<file path="src/rtl/risc_mem_pkg.sv">
// risc_mem_pkg: shared widths, default memory depth and controller state encoding.
package risc_mem_pkg;
    localparam int DATA_W         = 16;
    localparam int ADDR_W         = 16;
    localparam int ADDR_LIMIT_DEF = 64;
    typedef enum logic [2:0] {IDLE, SETUP, STROBE, HOLD, WAIT, RESP} state_t;
endpackage

</file>
<file path="src/rtl/mem_access_ctrl.sv">
// mem_access_ctrl: sequences single load/store requests onto a synchronous data memory.
module mem_access_ctrl
    import risc_mem_pkg::*;
#(
    parameter int ADDR_LIMIT = ADDR_LIMIT_DEF,
    parameter int READ_WAIT  = 1
) (
    input  logic              clk,
    input  logic              reset,
    input  logic              req_valid,
    output logic              req_ready,
    input  logic              req_we,
    input  logic [ADDR_W-1:0] req_addr,
    input  logic [DATA_W-1:0] req_wdata,
    output logic              rsp_valid,
    output logic [DATA_W-1:0] rsp_rdata,
    output logic              rsp_err,
    output logic [ADDR_W-1:0] mem_addr,
    output logic [DATA_W-1:0] mem_din,
    output logic              mem_wea,
    input  logic [DATA_W-1:0] mem_dout
);
    localparam logic [ADDR_W:0] LIMIT     = (ADDR_W+1)'(ADDR_LIMIT);
    localparam logic [2:0]      WAIT_INIT = 3'(READ_WAIT - 1);

    state_t            state_q, state_d;
    logic [2:0]        cnt_q, cnt_d;
    logic              we_q, err_q;
    logic [ADDR_W-1:0] addr_q;
    logic [DATA_W-1:0] din_q, rdata_q;
    logic              accept, in_range;

    assign accept   = (state_q == IDLE) && req_valid;
    assign in_range = {1'b0, req_addr} < LIMIT;

    always_comb begin
        state_d = state_q;
        cnt_d   = cnt_q;
        case (state_q)
            IDLE:    state_d = req_valid ? (in_range ? SETUP : RESP) : IDLE;
            SETUP: begin
                state_d = we_q ? STROBE : WAIT;
                cnt_d   = we_q ? cnt_q : WAIT_INIT;
            end
            STROBE:  state_d = HOLD;
            HOLD:    state_d = RESP;
            WAIT: begin
                state_d = (cnt_q == 3'd0) ? RESP : WAIT;
                cnt_d   = (cnt_q == 3'd0) ? cnt_q : cnt_q - 3'd1;
            end
            RESP:    state_d = IDLE;
            default: state_d = IDLE;
        endcase
    end

    // Out-of-range requests never touch the memory-facing registers.
    always_ff @(posedge clk or posedge reset) begin
        if (reset) begin
            state_q <= IDLE;
            cnt_q   <= '0;
            we_q    <= 1'b0;
            err_q   <= 1'b0;
            addr_q  <= '0;
            din_q   <= '0;
            rdata_q <= '0;
        end else begin
            state_q <= state_d;
            cnt_q   <= cnt_d;
            if (accept) begin
                we_q  <= req_we;
                err_q <= !in_range;
            end
            if (accept && in_range) begin
                addr_q <= req_addr;
                din_q  <= req_wdata;
            end
            if (state_q == WAIT && cnt_q == 3'd0)
                rdata_q <= mem_dout;
        end
    end

    assign req_ready = state_q == IDLE;
    assign rsp_valid = state_q == RESP;
    assign rsp_err   = rsp_valid && err_q;
    assign rsp_rdata = rsp_err ? '0 : rdata_q;
    assign mem_wea   = state_q == STROBE;
    assign mem_addr  = addr_q;
    assign mem_din   = din_q;
endmodule

</file>
<file path="config.mk">
export PLATFORM = sky130hd
export DESIGN_NAME = mem_access_ctrl
export DESIGN_NICKNAME = d
export VERILOG_FILES = /design/src/rtl/risc_mem_pkg.sv /design/src/rtl/mem_access_ctrl.sv
export SDC_FILE = /design/constraint.sdc
export NUM_CORES = 1
export LEC_CHECK = 0
export CAP_MARGIN = 30
export CORE_UTILIZATION = 40
export CTS_CLUSTER_DIAMETER = 150
export DETAILED_ROUTE_END_ITERATION = 7
export PLACE_DENSITY = 0.82
export SKIP_LAST_GASP = 1
export SLEW_MARGIN = 15
export SYNTH_ARGS = -nofsm -noshare
export SYNTH_HDL_FRONTEND = slang
export SYNTH_SLANG_ARGS = --single-unit
export TNS_END_PERCENT = 30
</file>
<file path="constraint.sdc">
create_clock -name clk -period 2.6 [get_ports clk]
set_input_delay 0.26 -clock clk [delete_from_list [all_inputs] [get_ports clk]]
set_output_delay 0.26 -clock clk [all_outputs]
set_load 0.005 [all_outputs]
</file>
==> results of run 1 <==
## kinds of logic (layout without fill, tap and decap cells)
logic type / Yosys count / count (layout) / share of synthesized area [%]
flops: 56 / 56 / 57.5
simple gates: 47 / 47 / 13.7
mux: 41 / 41 / 21.9
buf+inv: 17 / 123 / 4.01
compound gates: 7 / 7 / 1.85
fa+ha+maj: 2 / 2 / 1.03
## placed cells by master, fill, tap and decap left out, types with 2 or more instances in the layout
cell / n
buf_4: 2
inv_1: 7
o21ai_0: 2
mux2_4: 19
buf_12: 2
nor2_1: 4
or3b_2: 2
nand2_1: 3
clkdlybuf4s50_1: 103
and2_1: 26
a21oi_1: 2
nor4_1: 2
clkbuf_8: 5
ha_1: 2
clkinvlp_4: 2
mux2_2: 22
dfrtp_1: 56
## registers in the layout, summed over array words and instances (netlist names)
name and count:
state_q 3, cnt_q 3, we_q 1, rdata_q 16
err_q 1, mem_din 16, mem_addr 16
## power groups by stage
stage	clock (µW)	sequential [µW]	combinational [µW]
final	492	1170	1150
after global routing	549	1210	1270
after CTS	508	1180	1170
after detailed placement	0	1190	1170
after global placement	0	1180	1140
after floorplan	0	1120	730
## layer usage
layer | track usage, % | up-vias | wire (µm)
met4 | 6.43 | 0 | 60
li1 | - | 784 | -
met3 | 4.57 | 5 | 394
met2 | 24.7 | 73 | 2240
met1 | 20.8 | 762 | 2000
met5 | 0 | - | 0
## how the worst min path moves through the flow
stage                       from            to  cells past startpoint
global route               reset    rdata_q[7]                      2
CTS                        reset    rdata_q[7]                      2
global placement    mem_addr[13]  mem_addr[13]                      1
floorplan                 req_we          we_q                      2
detailed placement   mem_addr[7]   mem_addr[7]                      1
finish                     reset    rdata_q[7]                      2
## through the flow
step | setup slack [ns] | cell area [µm²] | instances | hold slack (ns)
finish | 0.263 | 3640 | 351 | 0.305
global route | 0.0648 | 3640 | 351 | 0.353
CTS | 0.223 | 3640 | 351 | 0.328
detailed placement | 0.508 | 3550 | 343 | 0.471
global placement | 0.502 | 3550 | 343 | 0.468
floorplan | 0.711 | 2440 | 170 | 0.377
## critical path: stages (launching register included)
cell,delay [ns]
dfrtp_1,0.53
and3b_1,0.23
nand2_1,0.32
and2_1,0.20
clkdlybuf4s50_1,0.49
## final cells by class
type / count / area [µm²]
Sequential cell: 56 / 1400
Timing Repair Buffer: 107 / 1090
Tap cell: 75 / 93.8
Fill cell: 469 / 2240
Multi-Input combinational cell: 97 / 937
Clock inverter: 3 / 26.3
Clock buffer: 5 / 68.8
Inverter: 8 / 30.0
==> results.json, run 1 <==
{
  "outcome": "completed",
  "ctsHoldBuffers": 0,
  "drt_first_pass_iters": 4,
  "vias": 1624,
  "start_util_pct": 41.4,
  "globalplace.congestion": 0.705,
  "synth_edf_count": 0,
  "seq_power_share_pct": 41.8,
  "fin_skew_ns": 0.0186,
  "rows": 28,
  "ioPinCount": 104,
  "finalMaxSlewViolations": 0,
  "startpoint_type": "register",
  "die_x_um": 80.0,
  "max_freq_ghz": 0.428,
  "synth_most_common_cell": "dfrtp_1",
  "p_switching_uw": 809,
  "post-dp-hpwl_um": 3540,
  "synth_top_area_share_pct": 57.5,
  "synth_area_leaders": "dfrtp_1, mux2_4, mux2_2, and2_1, buf_6",
  "worstMarginPinSlew_ns": 0.561,
  "power_density_nw_per_um2": 772,
  "worst-path-max-fanout": 17,
  "finalCritPeriodShare_pct": 89.9,
  "cts_tree": "built",
  "core-area_um2": 5890,
  "die_area_um2": 6410,
  "grt_overflow": 0,
  "path_clk_slew_ns": 0.11,
  "slew-limit-headroom_pct": 62.6,
  "required_ns": 2.34,
  "ys_ff_latch": 56,
  "synth_top_cell_by_area": "dfrtp_1",
  "r2r_slack_ns": 0.53,
  "ys_types": 28,
  "switching_share_pct": 28.8,
  "cp_data_arrival_time_ns": 2.08,
  "cts.sinks": 56,
  "postCtsSetupRepairBufs": 0,
  "intPower_uw": 2000,
  "drcViolationCount": 0,
  "yosysSeqAreaShare_pct": 57.5,
  "rsz0062_at_grt": "no",
  "cts_buffers": 5,
  "maxCapViolCount": 0,
  "numPortBuffers": 103,
  "ys_warn_count": 0,
  "ir_drop_uv": 439,
  "htree_levels": 2,
  "synth_common_cells": "dfrtp_1, and2_1, mux2_2",
  "nNetsFinal": 329,
  "cts_buffer_depth": 2,
  "final_core_util_pct": 61.9,
  "drtAntennaViolNets": 0,
  "routedWlPerCell_um": 13.4,
  "syn_nets": 224,
  "cts_root_buffer": "clkbuf_8",
  "hold_viol_final": 0,
  "grt_pass1_wl_um": 7640,
  "timing.rr.start": "cnt_q[0]",
  "period_minus_slack_ns": 2.34,
  "layout-drive-gt1-share_pct": 21.4,
  "die_y_um": 80.0,
  "power.total_uw": 2810,
  "postSynth.asyncResetShare_pct": 100,
  "grtUsageTotal_pct": 15.9,
  "area_delta_synth_final_pct": 49.6,
  "crit_start": "state_q[1]",
  "synthesis.area_um2": 2440,
  "grt_max_degree": 31,
  "crit_path_end_kind": "output port",
  "crit_type": "register to output port",
  "via_per_inst": 4.63,
  "p_leak_uw": 0.00167,
  "hold_class": "input pin to async pin",
  "timing.rr.end": "cnt_q[2]",
  "clk_latency_ns": 0.32,
  "synth.avg_cell_area_um2": 14.3,
  "antenna_cells": 0,
  "ctsResizeCount": 0,
  "critPathCapture": "rsp_rdata[15]",
  "synth_ff_type": "dfrtp_1",
  "combinationalPowerShare_pct": 40.8,
  "grt_pass1_vias": 1587,
  "antenna_found_initial": 0,
  "power_frac_clock_pct": 17.5,
  "rr_worst_depth": 6,
  "first_iter_violations": 54,
  "wl_um": 4690,
  "timing.setup.tns_ns": 0,
  "finalSetupViolCount": 0,
  "synth_cells": 170
}
No activity file was read; power rests on OpenSTA's default activity.
==> inputs of run 2 (changes only) <==
ABC_AREA = 1   (was not set)
PLACE_DENSITY = not set   (was 0.82)
PLACE_DENSITY_LB_ADDON = 0.08   (was not set)
==> run 2 against run 1 <==
- combinational power grew 4%
- register-to-register slack gained 0.41 ns
- routed wire length grew 14%
- final area shrank 0.38%
- clock skew shrank 0.0098 ns
- clock-buffer cell count is the same
- global-route usage grew 2.6 points
- first-iteration DRC count grew 110%
- critical endpoint is now rsp_rdata[8]
- largest power group is now combinational cells
- highest routed layer unchanged
==> results.json, run 2 <==
{
  "die_y_um": 80.3,
  "rsz0062_at_grt": "no",
  "grt_pass1_wl_um": 9160,
  "cts_tree": "built",
  "drtAntennaViolNets": 0,
  "fin_skew_ns": 0.00874,
  "ir_drop_uv": 439,
  "synth.avg_cell_area_um2": 8.54,
  "start_util_pct": 41.4,
  "grt_max_degree": 33,
  "worst_slack_ns": 0.495,
  "p_leak_uw": 0.00188,
  "grt_pass1_vias": 2088,
  "post-dp-hpwl_um": 3850,
  "synth_ff_type": "dfrtp_1",
  "globalplace.congestion": 0.773,
  "postCtsSetupRepairBufs": 0,
  "htree_levels": 2,
  "synth_cells": 287,
  "synth_most_common_cell": "nand2_1",
  "ctsResizeCount": 0,
  "outcome": "completed",
  "via_per_inst": 4.56,
  "synth_edf_count": 0,
  "cts_buffers": 5,
  "die_area_um2": 6440,
  "core-area_um2": 5920,
  "nNetsFinal": 444,
  "cts_root_buffer": "clkbuf_8",
  "final_common_cell": "nand2_1",
  "drt_first_pass_iters": 4,
  "synth_common_cells": "nand2_1, dfrtp_1, nand3_1",
  "slew-limit-headroom_pct": 63.9,
  "finalSetupViolCount": 0,
  "vias": 2123,
  "path_clk_slew_ns": 0.11,
  "first_iter_violations": 111,
  "synthesis.area_um2": 2450,
  "place_ws_ns": 0.821,
  "drcViolationCount": 0,
  "timing.rr.start": "cnt_q[0]",
  "synth_top_cell_by_area": "dfrtp_1",
  "ctsHoldBuffers": 0,
  "cts.sinks": 56,
  "rows": 28,
  "wl_um": 5330,
  "rr_worst_depth": 8,
  "num-fill-cells": 536,
  "syn_nets": 341,
  "power_density_nw_per_um2": 784,
  "mostFrequentLayoutCells": "nand2_1, clkdlybuf4s50_1, dfrtp_1, nand3_1, inv_1",
  "hold_viol_final": 0,
  "max_freq_ghz": 0.475,
  "finalMaxSlewViolations": 0,
  "startpoint_type": "register",
  "ys_types": 18,
  "ys_ff_latch": 56,
  "period_minus_slack_ns": 2.10,
  "hold_class": "input pin to async pin",
  "timing.setup.tns_ns": 0,
  "grtUsageTotal_pct": 18.4,
  "numPortBuffers": 103,
  "ys_warn_count": 0,
  "crit_path_end_kind": "output port",
  "seq_area_um2": 1400,
  "worst-path-max-fanout": 17,
  "maxCapViolCount": 0,
  "routedWlPerCell_um": 11.4,
  "die_x_um": 80.3,
  "crit_type": "register to output port",
  "synth_top_area_share_pct": 57.2,
  "timing.rr.end": "rdata_q[5]",
  "ioPinCount": 104,
  "cts_buffer_depth": 2,
  "area_delta_synth_final_pct": 48.2,
  "antenna_cells": 0,
  "finalCritPeriodShare_pct": 81.0,
  "synth_area_leaders": "dfrtp_1, nand2_1, nand3_1, inv_1, a21boi_0",
  "layout-drive-gt1-share_pct": 5.88,
  "postSynth.asyncResetShare_pct": 100,
  "grt_overflow": 0,
  "r2r_slack_ns": 0.94,
  "multi_input_area_um2": 865,
  "worstMarginPinSlew_ns": 0.541,
  "cp_data_arrival_time_ns": 1.84,
  "antenna_found_initial": 0,
  "yosysSeqAreaShare_pct": 57.2,
  "clk_latency_ns": 0.31,
  "required_ns": 2.34
}
-- run 2: critical path: stages (launching register included) --
cell,delay (ns)
dfrtp_1,0.43
inv_1,0.12
nand2_1,0.07
nor2_2,0.12
nand2_2,0.21
nand2_1,0.13
inv_1,0.04
clkdlybuf4s50_1,0.43
-- run 2: per-layer routing --
| layer | routed length, µm | global-route usage, % |
|---|---|---|
| met3 | 401 | 6.02 |
| met2 | 2490 | 31.5 |
| met5 | 0 | 0 |
| met1 | 2370 | 22.3 |
| met4 | 68 | 4.82 |
-- run 2: kinds of logic (layout without fill, tap and decap cells) --
logic type / Yosys count / after routing / share of synthesized area, %
AO/OA/AOI/OAI: 12 / 12 / 3.47
adder cells (fa/ha/maj): 2 / 2 / 1.02
buffers and inverters: 41 / 145 / 7.61
flip-flops: 56 / 56 / 57.2
AND/OR/NAND/NOR: 176 / 176 / 30.7
-- run 2: where the power goes --
group	total [µW]	internal (µW)	leakage [µW]	switching, µW
clock	479	191	0.0000404	288
combinational	1200	591	0.00109	608
sequential	1170	1050	0.000745	111
-- run 2: worst max path at each step --
stage,from,to,slack [ns]
floorplan,reset,cnt_q[0],0.97
global placement,state_q[1],rsp_err,0.87
detailed placement,state_q[1],rsp_rdata[8],0.82
CTS,state_q[1],rsp_rdata[8],0.46
global route,state_q[1],rsp_rdata[5],0.28
finish,state_q[1],rsp_rdata[8],0.50
-- run 2: metrics by stage --
stage | instances | instance area [µm²] | utilization (%) | hold slack (ns) | power (µW)
3_5_place_dp | 458 | 3540 | 59.7 | 0.461 | 2400
3_3_place_gp | 458 | 3540 | 59.7 | 0.453 | 2380
6_report | 466 | 3630 | 61.3 | 0.314 | 2840
2_1_floorplan | 287 | 2450 | - | 0.370 | 1850
5_1_grt | 466 | 3630 | 61.3 | 0.363 | 3100
4_1_cts | 466 | 3630 | 61.3 | 0.322 | 2890
-- run 2: layout make-up --
class | instances | area share [%]
Sequential cell | 56 | 38.6
Tap cell | 75 | 2.59
Timing Repair Buffer | 108 | 29.4
Multi-Input combinational cell | 190 | 23.8
Clock buffer | 5 | 1.90
Inverter | 29 | 3.00
Clock inverter | 3 | 0.655
==> inputs of run 3 (changes only) <==
CORE_UTILIZATION = 38   (was 40)
clock period = 1.84 ns   (was 2.6 ns; I/O delays follow)
==> run 3 against run 2 <==
- the flow now finishes with violations (negative setup slack)
- clock-buffer cell count grew 3
- global-route usage about the same
- first-iteration DRC count is 36% lower
- sequential share of layout area is 0.94 points lower
- final area rose by 2.5%
- critical path depth unchanged
- cell count grew 2.1%
- flip-flop and latch count did not move
- routed wire length is 9.6% higher
- critical endpoint is now rsp_rdata[10]
- highest routed layer unchanged
==> results.json, run 3 (synthesis gave the netlist of run 2 again) <==
{
  "outcome": "complete, but fails checks",
  "violations": "negative setup slack",
  "ioPinCount": 104,
  "htree_levels": 2,
  "final_core_util_pct": 61.4,
  "rsz0062_at_grt": "yes",
  "nNetsFinal": 454,
  "finalCritPeriodShare_pct": 102,
  "post-dp-hpwl_um": 4040,
  "cts_buffers": 5,
  "first_iter_violations": 71,
  "required_ns": 1.66,
  "die_y_um": 82.3,
  "num-fill-cells": 545,
  "hold_viol_final": 0,
  "layout-drive-gt1-share_pct": 7.98,
  "cp_top_family": "buffers and inverters",
  "antenna_found_initial": 0,
  "finalSetupViolCount": 12,
  "postPlaceCellArea_um2": 3560,
  "mostFrequentLayoutCells": "nand2_1, clkdlybuf4s50_1, dfrtp_1, nand3_1, inv_1",
  "crit_path_end_kind": "output port",
  "fin_skew_ns": 0.00426,
  "path_common_cell": "nand2_1",
  "crit_chain": "inv_2, nand2_1, nor2_4, nand2_2, nand2_1, inv_1, clkdlybuf4s50_1",
  "max_freq_ghz": 0.531,
  "drt_first_pass_iters": 4,
  "max_stage_delay_ns": 0.43,
  "antenna_cells": 0,
  "period_minus_slack_ns": 1.88,
  "clk_latency_ns": 0.30,
  "grt_pass1_wl_um": 9420,
  "ctsHoldBuffers": 0,
  "die_area_um2": 6770,
  "start_util_pct": 40.4,
  "final_common_cell": "nand2_1",
  "startpoint_type": "register",
  "globalplace.congestion": 0.752,
  "worst_slack_ns": -0.0431,
  "path_clk_slew_ns": 0.09,
  "slew-limit-headroom_pct": 74.2,
  "r2r_slack_ns": 0.26,
  "p_leak_uw": 0.00198,
  "worst-path-max-fanout": 4,
  "grt_max_degree": 31,
  "rr_worst_depth": 7,
  "fin_area_um2": 3720,
  "core-area_um2": 6060,
  "cts_root_buffer": "clkbuf_8",
  "cts_buffer_depth": 2,
  "crit_type": "register to output port",
  "area_delta_synth_final_pct": 51.8,
  "hold_class": "input pin to async pin",
  "rows": 28,
  "ir_drop_uv": 605,
  "numPortBuffers": 103,
  "grt_overflow": 0,
  "power_density_nw_per_um2": 1120,
  "cp.depth": 7,
  "drtAntennaViolNets": 0,
  "wl_um": 5840,
  "cts.sinks": 56,
  "critical_path_buf_inv_count": 3,
  "grtUsageTotal_pct": 18.4,
  "via_per_inst": 4.59,
  "maxCapViolCount": 0,
  "finalMaxSlewViolations": 0,
  "routedWlPerCell_um": 12.3,
  "cts_tree": "built",
  "whs_ns": 0.251,
  "vias": 2185,
  "cp_slowest_cell": "clkdlybuf4s50_1",
  "die_x_um": 82.3,
  "cp_data_arrival_time_ns": 1.70,
  "drcViolationCount": 0,
  "grt_pass1_vias": 2072,
  "worstMarginPinSlew_ns": 0.387
}
-- run 3: report_power, final --
| part | total (µW) | leakage, µW | switching, µW | internal [µW] |
|---|---|---|---|---|
| combinational | 1830 | 0.00119 | 932 | 894 |
| sequential | 1650 | 0.000745 | 159 | 1490 |
| clock | 680 | 0.0000455 | 372 | 308 |
-- run 3: worst paths after layout --
path / to / start
min reg2reg: mem_din[8] / mem_din[8]
min in group clk: rdata_q[14] / mem_dout[14]
max in group asynchronous: mem_addr[4] / reset
max reg2reg: rdata_q[5] / cnt_q[0]
min: rdata_q[4] / reset
max: rsp_rdata[10] / state_q[1]
-- run 3: final cells by class --
type / count / area (µm²) / area share, %
clock buffers: 8 / 90.1 / 2.42
well taps: 75 / 93.8 / 2.52
multi-input cells: 192 / 892 / 24.0
repair buffers: 116 / 1130 / 30.5
inverters: 29 / 109 / 2.93
flip-flops and latches: 56 / 1400 / 37.7
-- run 3: routing by layer --
metal / up-vias / routed length (µm) / GRT usage [%]
met1: 993 / 2590 / 23.2
met5: - / 0 / 0
li1: 1107 / - / -
met3: 6 / 502 / 5.71
met2: 79 / 2700 / 30.7
met4: 0 / 58 / 4.74
-- run 3: what timing repair did --
item                                    CTS  global route
gates cloned                              2             0
gates resized for setup                   5             4
endpoints found under the setup margin   18            17
pin swaps                                 1             0
buffers inserted                          4             1
-- run 3: worst reg2reg max path, stage by stage, from the launching register on --
cell     delay [ns]
dfrtp_1        0.41
inv_1          0.07
ha_1           0.14
ha_1           0.13
nand3_1        0.28
inv_2          0.33
nand2_1        0.10
nand2_1        0.07
-- run 3: through the flow --
step                      cells  power [µW]  worst slack (ns)  setup TNS, ns
after floorplan             287        2620             0.285              0
after global placement      461        3390             0.163              0
after detailed placement    461        3430             0.121              0
after CTS                   475        4210           -0.0587         -0.649
after global routing        476        4530            -0.169          -1.76
final                       476        4160           -0.0431         -0.313
